<file path="src/rtl/uart_tx_serializer.sv">
// UART transmitter: valid/ready byte in, LSB-first async frame out.
// Frame = start bit, DATA_BITS data bits, STOP_BITS stop bits.
module uart_tx_serializer #(
  parameter int CLKS_PER_BIT = 868,
  parameter int DATA_BITS    = 8,
  parameter int STOP_BITS    = 1
) (
  input  logic                 clk,
  input  logic                 rst_n,
  input  logic [DATA_BITS-1:0] tx_data,
  input  logic                 tx_valid,
  output logic                 tx_ready,
  output logic                 tx,
  output logic                 busy
);

  localparam int CNT_W = $clog2(CLKS_PER_BIT);
  localparam int IDX_W = $clog2(DATA_BITS);

  localparam logic [CNT_W-1:0] CNT_LAST =
    CNT_W'(CLKS_PER_BIT - 1);
  localparam logic [IDX_W-1:0] DATA_LAST =
    IDX_W'(DATA_BITS - 1);
  localparam logic [IDX_W-1:0] STOP_LAST =
    IDX_W'(STOP_BITS - 1);

  typedef enum logic [1:0] {
    IDLE,
    START,
    DATA,
    STOP
  } state_t;

  state_t               state;
  state_t               state_nxt;
  logic [CNT_W-1:0]     cnt;
  logic [CNT_W-1:0]     cnt_nxt;
  logic [IDX_W-1:0]     idx;
  logic [IDX_W-1:0]     idx_nxt;
  logic [DATA_BITS-1:0] shreg;
  logic [DATA_BITS-1:0] shreg_nxt;
  logic                 tx_nxt;
  logic                 wrap;
  logic                 hs;

  assign tx_ready = (state == IDLE);
  assign busy     = ~tx_ready;
  assign wrap     = (cnt == CNT_LAST);
  assign hs       = tx_valid && tx_ready;

  always_ff @(posedge clk or negedge rst_n) begin
    if (!rst_n) begin
      state <= IDLE;
      cnt   <= '0;
      idx   <= '0;
      shreg <= '0;
      tx    <= 1'b1;
    end else begin
      state <= state_nxt;
      cnt   <= cnt_nxt;
      idx   <= idx_nxt;
      shreg <= shreg_nxt;
      tx    <= tx_nxt;
    end
  end

  // tx_nxt is the line level for the cycle after this edge,
  // so the line flop already reflects the new bit at each boundary.
  always_comb begin
    state_nxt = state;
    cnt_nxt   = wrap ? '0 : cnt + CNT_W'(1);
    idx_nxt   = idx;
    shreg_nxt = shreg;
    tx_nxt    = tx;
    unique case (state)
      IDLE: begin
        cnt_nxt = '0;
        idx_nxt = '0;
        tx_nxt  = 1'b1;
        if (hs) begin
          state_nxt = START;
          shreg_nxt = tx_data;
          tx_nxt    = 1'b0;
        end
      end
      START: begin
        if (wrap) begin
          state_nxt = DATA;
          idx_nxt   = '0;
          tx_nxt    = shreg[0];
        end
      end
      DATA: begin
        if (wrap) begin
          shreg_nxt = shreg >> 1;
          if (idx == DATA_LAST) begin
            state_nxt = STOP;
            idx_nxt   = '0;
            tx_nxt    = 1'b1;
          end else begin
            idx_nxt = idx + IDX_W'(1);
            tx_nxt  = shreg[1];
          end
        end
      end
      STOP: begin
        tx_nxt = 1'b1;
        if (wrap) begin
          if (idx == STOP_LAST) begin
            state_nxt = IDLE;
          end else begin
            idx_nxt = idx + IDX_W'(1);
          end
        end
      end
      default: begin
        state_nxt = IDLE;
        tx_nxt    = 1'b1;
      end
    endcase
  end

endmodule
</file>
<file path="config.mk">
export PLATFORM = sky130hd
export DESIGN_NAME = uart_tx_serializer
export DESIGN_NICKNAME = d
export VERILOG_FILES = /design/src/rtl/uart_tx_serializer.sv
export SDC_FILE = /design/constraint.sdc
export NUM_CORES = 1
export LEC_CHECK = 0
export CAP_MARGIN = 20
export CORE_MARGIN = 8
export CORE_UTILIZATION = 55
export DETAILED_ROUTE_END_ITERATION = 10
export GPL_ROUTABILITY_DRIVEN = 0
export GPL_TIMING_DRIVEN = 1
export HOLD_SLACK_MARGIN = 0.03
export PLACE_DENSITY = 0.78
export SLEW_MARGIN = 20
export SYNTH_ARGS = -nofsm -noshare
export SYNTH_HDL_FRONTEND = slang
export SYNTH_SLANG_ARGS = --single-unit
</file>
<file path="constraint.sdc">
create_clock -name clk -period 4.62 [get_ports clk]
set_input_delay 0.924 -clock clk [delete_from_list [all_inputs] [get_ports clk]]
set_output_delay 0.924 -clock clk [all_outputs]
set_load 0.03 [all_outputs]
</file>
# Word-level counts from Yosys, hierarchy flattened
# Index checks and enable logic that the tools add are counted.
[totals] inputBits=11 output_inout_bits=3 wordCells=51 regBits=24
[classes] n_mux=23 reduce_logical=8 add_sub_neg=2 n_bitwise=1 n_eq_ne=12
[op_table] op="2-to-1 mux 10 bit" count=2
[op_table] op="2-to-1 mux 8 bit" count=2
[op_table] op="case mux 8 bit (2 select lines)" count=1
[op_table] op="2-to-1 mux 3 bit" count=5
[op_table] op="2-to-1 mux 2 bit" count=6
[op_table] op="!= test 2 bit (second input constant)" count=6
[op_table] op="case mux 3 bit (4 select lines)" count=1
[op_table] op="adder 10 x 1 -> 10 bit (second input constant)" count=1
[op_table] op="== test 10 bit (second input constant)" count=1
[op_table] op="case mux 2 bit (4 select lines)" count=1
[op_table] op="AND reduction 6 bit" count=1
[op_table] op="== test 2 bit (second input constant)" count=2
[op_table] op="2-to-1 mux 1 bit" count=4
[op_table] op="case mux 1 bit (4 select lines)" count=1
[op_table] op="AND reduction 4 bit" count=1
[op_table] op="adder 3 x 1 -> 3 bit (second input constant)" count=1
[op_table] op="== test 3 bit (second input constant)" count=1
[op_table] op="zero test 3 bit" count=1
[op_table] op="AND reduction 3 bit" count=1
[op_table] op="== test 2 x 1 -> 1 bit (second input constant)" count=1
[op_table] op="zero test 2 bit" count=1
[op_table] op="!= test 2 x 1 -> 1 bit (second input constant)" count=1
[op_table] op="AND reduction 2 bit" count=1
[op_table] op="nonzero test 2 bit" count=1
[op_table] op="other kinds (2)" count=2

# Logic depth before layout (Yosys ltp)
# Gate-level depths: netlist (run 1).
[logic_depth] word_depth=4 ltp_mapped=7

# Worst setup path after synthesis (run 1)
# OpenSTA, ideal clock, no wires.
[synth_timing] path_type="reg2out" startpoint="register state[0]" endpoint="output busy" setup_slack_ns=2.489 arrival_ns=1.207 stages_incl_launch_ff=5 path_buffers=1 path_cell_list="dfrtp_1 inv_1 ha_1 clkbuf_2 inv_1"
[synth_via] elab_chain_len=2
[synth_lines] item="start: declaration" line_no="34" rtl="state_t state;"
[synth_lines] item="start signal: assignment" line_no="59" rtl="state <= state_nxt;"
[synth_lines] item="zero test 2 bit" line_no="46" rtl="assign tx_ready = (state == IDLE);"
[synth_lines] item="via tx_ready" line_no="12" rtl="output logic tx_ready,"
[synth_lines] item="NOT 1 bit" line_no="47" rtl="assign busy = ~tx_ready;"
[synth_lines] item="end: declaration" line_no="14" rtl="output logic busy"
# The timed path passes the listed nets, and every way through them passes these cells.

# Worst setup path in the final report (run 1)
[layout_timing] startpoint="register state[0]" endpoint="output tx_ready"
[layout_via] elab_chain_len=1
[layout_lines] item="zero test 2 bit" line_no="46"
[layout_lines] item="end: declaration" line_no="12"
# Every way passes these cells.

==> impl_metrics.env, run 1 <==
export IMPL_status="finished, final reports clean"
export IMPL_synth_seq_cells=24
export IMPL_die_h_microns=65.68
export IMPL_hold_buffers=0
export IMPL_grt_util_met1_pct=14.78
export IMPL_critical_path_slowest_cell="clkdlybuf4s50_1"
export IMPL_die_x_microns=65.68
export IMPL_area_growth_syn_to_layout_pct=12.72
export IMPL_antenna_cells=0
export IMPL_wire_per_inst_microns=15.09
export IMPL_ir_drop_mv=0.1911
export IMPL_cts_root_buffer="clkbuf_4"
export IMPL_syn_nets=138
export IMPL_grt_overflow_total=0
export IMPL_route_detailed_drc=0
export IMPL_grt_usage_pct=12.09
export IMPL_setup_tns_final_ns=0
export IMPL_p_comb_share_pct=4.6
export IMPL_yosysTopAreaCell="dfrtp_1"
export IMPL_path_cells="inv_1 > ha_1 > clkdlybuf4s50_1"
export IMPL_switching_share_pct=20.66
export IMPL_drt_iter0_drc=23
export IMPL_final_fill_count=192
export IMPL_syn_avg_cell_area_sq_um=11.50
export IMPL_hp_class="flip-flop to flip-flop"
export IMPL_fin_nets=152
export IMPL_start_kind="flip-flop"
export IMPL_firstDrtPassIters=6
export IMPL_wl_mm=2.430
export IMPL_yosysSeqAreaShare_pct=44.33
export IMPL_skew_ns=0.003601
export IMPL_final_hold_violation_count=0
export IMPL_synth_area_leaders="dfrtp_1, mux2_4, ha_1"
export IMPL_setup_violations=0
export IMPL_max_slew_margin_rel_pct=62.48
export IMPL_tritoncts="yes"
export IMPL_cts_buffers_inserted=3
export IMPL_portBuffers=13
export IMPL_post_place_cells=157
export IMPL_fmaxAchievable_mhz=342.6
export IMPL_grt_use_met3_pct=3.231
export IMPL_min_period_ns=2.919
export IMPL_tightest_slew_ns=0.5629
export IMPL_syn_area_sq_um=1358
export IMPL_post_cts_buffers=0
export IMPL_slowest_delay_ns=0.74
export IMPL_worstPathArrival_ns=1.99
export IMPL_grt_pass1_wl_mm=4.098
export IMPL_avgViaCountPerCell=5.385
export IMPL_slew_viol_final=0
export IMPL_multi_input_area_sq_um=691.9
export IMPL_row_count=18
export IMPL_first_global_vias=935
export IMPL_cap_viol_max_count=0
export IMPL_fin_crit_sh_pct=63.18
export IMPL_grt_max_degree=25
export IMPL_hpwlAfterDp_mm=1.832
export IMPL_htreeDepth=1
export IMPL_intPower_w=0.0002675
export IMPL_coreArea_sq_um=2410
export IMPL_fin_cells=161
export IMPL_synth_top_area_share_pct=42.40
export IMPL_die_area_sq_um=4314
export IMPL_register_area_sq_um=601.8
export IMPL_ios=14
export IMPL_worstSetupEndpointType="output pin"
export IMPL_syn_inst=118
export IMPL_p_switching_w=0.00006965
export IMPL_antenna_found_initial=0
export IMPL_postCtsResizedCells=0
export IMPL_initial_core_util_pct=56.33
export IMPL_yosys_warnings=0
export IMPL_grt_setup_unrepaired="no"
export IMPL_cts_clk_slew_worst_paths_ns=0.13
export IMPL_via_count=867
export IMPL_powerDensity_nw_per_um2=220.4
export IMPL_criticalPathCategory="flip-flop to output pin"
export IMPL_insertion_delay_ns=0.31
export IMPL_p_seq_share_pct=62.3
export IMPL_ys_types=34
export IMPL_path_max_fanout=9
export IMPL_pwr_share_clk_pct=33.1
export IMPL_clock_sinks=24
export IMPL_clk_path_buf_depth=2
export IMPL_drive_above_1_share_pct=21.37
export IMPL_grt_use_met2_pct=19.12
export IMPL_busiest_layer="met2"
export IMPL_critical_path_required_ns=3.70
export IMPL_leakage_nw=0.7525
export IMPL_postRouteAntennaNets=0
==> layer usage <==
metal	part of all wire (%)	wire (microns)	vias to the layer above
li1	-	-	430
met1	47	1138	418
met2	49	1179	15
met3	3.3	80	4
met4	1.3	31	0
met5	0	0	-
==> power groups by stage <==
stage / Combinational, W / Clock [W] / Sequential (W)
floorplan: 0.00000319 / 0 / 0.000214
global placement: 0.0000158 / 0 / 0.000214
detailed placement: 0.0000164 / 0 / 0.000214
CTS: 0.0000165 / 0.000115 / 0.000210
global route: 0.0000175 / 0.000126 / 0.000210
finish: 0.0000154 / 0.000112 / 0.000210
==> sequential cells by signal, indices dropped and copies added, names as in the netlist <==
signal,flops
cnt,10
shreg,8
state,2
tx,1
idx,3
==> logic make-up (layout without fill, tap and decap cells) <==
kind of cell    count (synthesis)  in the layout  share of synthesized area [%]
simple gates                   31             31                          12.26
flops                          24             24                          44.33
xor+xnor                        8              8                          5.161
compound gates                 12             12                          6.821
fa+ha+maj                       9              9                          8.295
buf+inv                        14             27                          4.700
mux                            20             20                          18.43
==> worst paths after layout <==
path / start / end / slack (ns) / depth (start not counted)
setup reg to reg: state[0] / shreg[4] / 2.49 / 6
hold / removal: shreg[7] / shreg[7] / 0.51 / 1
setup / recovery: state[0] / tx_ready / 1.70 / 3
min in group asynchronous: rst_n / cnt[2] / 0.56 / 1
hold reg to reg: shreg[7] / shreg[7] / 0.51 / 1
max in group asynchronous: rst_n / tx / 3.70 / 1
==> cell type report <==
| cell class | instances | area share (%) |
|---|---|---|
| multi-input combinational | 80 | 45.22 |
| sequential | 24 | 39.33 |
| timing repair buffer | 13 | 8.177 |
| inverter | 10 | 2.453 |
| tap | 30 | 2.453 |
| clock buffer | 4 | 2.371 |
==> worst max-delay path: cells and delay by family, from the launching register on <==
| kind | cells | cell delay [ns] |
|---|---|---|
| buffers and inverters | 2 | 0.88 |
| flip-flops | 1 | 0.43 |
| adder cells (fa/ha/maj) | 1 | 0.37 |
==> metrics by stage <==
stage / hold WS [ns] / util (%) / total power [W] / cell area [sq um] / worst slack, ns
finish: 0.5070 / 63.50 / 0.0003372 / 1530 / 1.701
detailed placement: 0.4791 / 62.20 / 0.0002304 / 1499 / 2.096
global placement: 0.4686 / 62.20 / 0.0002299 / 1499 / 2.147
global route: 0.5241 / 63.50 / 0.0003539 / 1530 / 1.622
floorplan: 0.4470 / - / 0.0002173 / 1358 / 2.489
CTS: 0.5084 / 63.71 / 0.0003418 / 1535 / 1.705
==> synthesized netlist by cell type <==
master and count:
dfrtp_1 23, o21ai_4 1, or2_2 1, clkbuf_2 1
buf_6 1, a221oi_1 1, mux2_2 8, a21bo_2 1
and4bb_4 1, nand2_1 1, and4_1 1, ha_1 9
mux2i_1 4, o21ai_2 1, a31oi_1 1, nand4_1 3
nor2_1 14, o21a_1 1, nor2b_1 1, xnor2_1 2
inv_1 10, o21ai_0 3, nor3_1 1, xor2_1 6
mux2_4 8, dfstp_2 1, and3_1 2, o22ai_1 1
nand3_1 4, nor3_2 1, a21oi_1 1, buf_2 2
nand2b_1 1, a2111oi_0 1
==> layout by cell type, fill, tap and decap left out <==
cell type / Yosys / routed
a2111oi_0: 1 / 1
a21bo_2: 1 / 1
a21oi_1: 1 / 1
a221oi_1: 1 / 1
a31oi_1: 1 / 1
and3_1: 2 / 2
and4_1: 1 / 1
and4bb_4: 1 / 1
buf_2: 2 / 1
clkbuf_4: 0 / 3
clkbuf_8: 0 / 1
clkdlybuf4s50_1: 0 / 12
dfrtp_1: 23 / 23
dfstp_2: 1 / 1
ha_1: 9 / 9
inv_1: 10 / 10
mux2_2: 8 / 8
mux2_4: 8 / 8
mux2i_1: 4 / 4
nand2_1: 1 / 1
nand2b_1: 1 / 1
nand3_1: 4 / 4
nand4_1: 3 / 3
nor2_1: 14 / 14
nor2b_1: 1 / 1
nor3_1: 1 / 1
nor3_2: 1 / 1
o21a_1: 1 / 1
o21ai_0: 3 / 3
o21ai_2: 1 / 1
o21ai_4: 1 / 1
o22ai_1: 1 / 1
or2_2: 1 / 1
xnor2_1: 2 / 2
xor2_1: 6 / 6
No activity file was read; power rests on OpenSTA's default activity.
==> run 2: changes to the inputs <==
- clock period: 4.62 -> 2.8 ns (I/O delays scaled with it)
==> run 2 against run 1 <==
Compared with the run above:
- routed wire length is 0.95% lower
- register-to-register slack worse by 1.8 ns
- largest power group unchanged
- worst hold slack improved by 0.0051 ns
- clock power grew 38%
- sequential share of layout area down 0.064 points
- clock skew up 0.00060 ns
- die area is the same
- highest routed layer unchanged
==> impl_metrics.env, run 2 (synthesis gave the netlist of run 1 again) <==
export IMPL_status="finished, final reports clean"
export IMPL_powerDensity_nw_per_um2=344.7
export IMPL_firstDrtPassIters=4
export IMPL_post_place_cells=158
export IMPL_final_hold_violation_count=0
export IMPL_grt_max_degree=25
export IMPL_antenna_found_initial=0
export IMPL_cap_viol_max_count=0
export IMPL_postRouteAntennaNets=0
export IMPL_clk_path_buf_depth=2
export IMPL_grt_pass1_wl_mm=4.284
export IMPL_route_detailed_drc=0
export IMPL_postCtsResizedCells=0
export IMPL_min_period_ns=2.510
export IMPL_hp_class="flip-flop to flip-flop"
export IMPL_antenna_cells=0
export IMPL_hold_buffers=0
export IMPL_fin_crit_sh_pct=89.64
export IMPL_portBuffers=13
export IMPL_hpwlAfterDp_mm=1.827
export IMPL_setup_tns_final_ns=0
export IMPL_r2r_end="shreg[4]"
export IMPL_r2r_start="state[0]"
export IMPL_start_kind="flip-flop"
export IMPL_leakage_nw=0.7512
export IMPL_layout_common_cells="dfrtp_1, nor2_1, clkdlybuf4s50_1"
export IMPL_hold_end="shreg[7]"
export IMPL_final_common_cell="dfrtp_1"
export IMPL_post_cts_buffers=0
export IMPL_ff2ff_path_depth=6
export IMPL_tritoncts="yes"
export IMPL_max_slew_margin_rel_pct=62.58
export IMPL_grt_usage_pct=12.51
export IMPL_largest_reg_flops=10
export IMPL_min_path_cells=1
export IMPL_drt_iter0_drc=41
export IMPL_fin_nets=153
export IMPL_area_growth_syn_to_layout_pct=12.90
export IMPL_setup_violations=0
export IMPL_tightest_slew_ns=0.5613
export IMPL_ios=14
export IMPL_critical_path_required_ns=2.24
export IMPL_worstPathArrival_ns=1.95
export IMPL_worstSetupEndpointType="output pin"
export IMPL_wire_per_inst_microns=14.86
export IMPL_ir_drop_mv=0.2373
export IMPL_coreArea_sq_um=2410
export IMPL_path_max_fanout=9
export IMPL_via_count=877
export IMPL_min_from="shreg[7]"
export IMPL_htreeDepth=1
export IMPL_skew_ns=0.004196
export IMPL_insertion_delay_ns=0.30
export IMPL_rrSetupSlack_ns=0.69
export IMPL_hold_ws_ns=0.5122
export IMPL_first_global_vias=1004
export IMPL_die_area_sq_um=4314
export IMPL_row_count=18
export IMPL_regMostFlops="cnt"
export IMPL_wl_mm=2.407
export IMPL_cts_buffers_inserted=3
export IMPL_cts_root_buffer="clkbuf_4"
export IMPL_fmaxAchievable_mhz=398.4
export IMPL_die_x_microns=65.68
export IMPL_reg_top3="cnt x10, shreg x8, idx x3"
export IMPL_slew_viol_final=0
export IMPL_die_h_microns=65.68
export IMPL_grt_setup_unrepaired="no"
export IMPL_criticalPathCategory="flip-flop to output pin"
export IMPL_final_fill_count=185
export IMPL_grt_overflow_total=0
export IMPL_initial_core_util_pct=56.33
export IMPL_fin_cells=162
export IMPL_clock_sinks=24
export IMPL_avgViaCountPerCell=5.414
export IMPL_drive_above_1_share_pct=20.45
export IMPL_cts_clk_slew_worst_paths_ns=0.13
[run 2: changes by cell type in the layout (fill, tap and decap cells not counted), sizes merged]
cell	previous run	this run
clkdlybuf4s50	12	13
[run 2: metrics by stage]
stage	instance area [sq um]	total power, W	util (%)	setup WS [ns]
3_5_place_dp	1506	0.0003816	62.51	0.6486
3_3_place_gp	1506	0.0003803	62.51	0.6901
2_1_floorplan	1358	0.0003585	-	0.8605
6_report	1533	0.0005284	63.60	0.2901
5_1_grt	1533	0.0005567	63.60	0.1709
4_1_cts	1533	0.0005348	63.60	0.2821
[run 2: worst max path at each step]
stage	start	endpoint	slack (ns)
finish	state[0]	tx_ready	0.29
global route	state[0]	tx_ready	0.17
CTS	state[0]	tx_ready	0.28
detailed placement	state[0]	tx_ready	0.65
global placement	state[0]	tx_ready	0.69
floorplan	state[0]	shreg[0]	0.86
[run 2: area by class of cell]
cell class	count	area, sq um	share of cell area (%)
Tap cell	30	37.54	2.449
Clock buffer	4	26.28	1.714
Timing Repair Buffer	14	137.6	8.980
Inverter	10	37.54	2.449
Multi-Input combinational cell	80	691.9	45.14
Sequential cell	24	601.8	39.27
[run 2: power by group]
part	internal [W]	total (W)	switching, W	leakage (nW)
registers	0.000347	0.000347	0	0.312
clock network	0.0000555	0.000154	0.0000989	0.0150
logic	0.0000170	0.0000274	0.0000104	0.424
total	0.000419	0.000528	0.000109	0.751
[run 2: layer usage]
metal	wire length (microns)	up-vias	global-route usage (%)
li1	-	431	-
met1	1102	433	14.95
met2	1224	11	21.32
met3	65	2	2.551
met4	14	0	4.905
met5	0	-	0
[run 2: worst max-delay path: stages (launching register included)]
cell and delay [ns]:
dfrtp_1 0.43, inv_1 0.14, ha_1 0.34, clkdlybuf4s50_1 0.74
==> run 3: changes to the inputs <==
- TNS_END_PERCENT: default -> 5
==> results of run 3 <==
The final DEF is identical to that of run 2; final timing and power are the same.
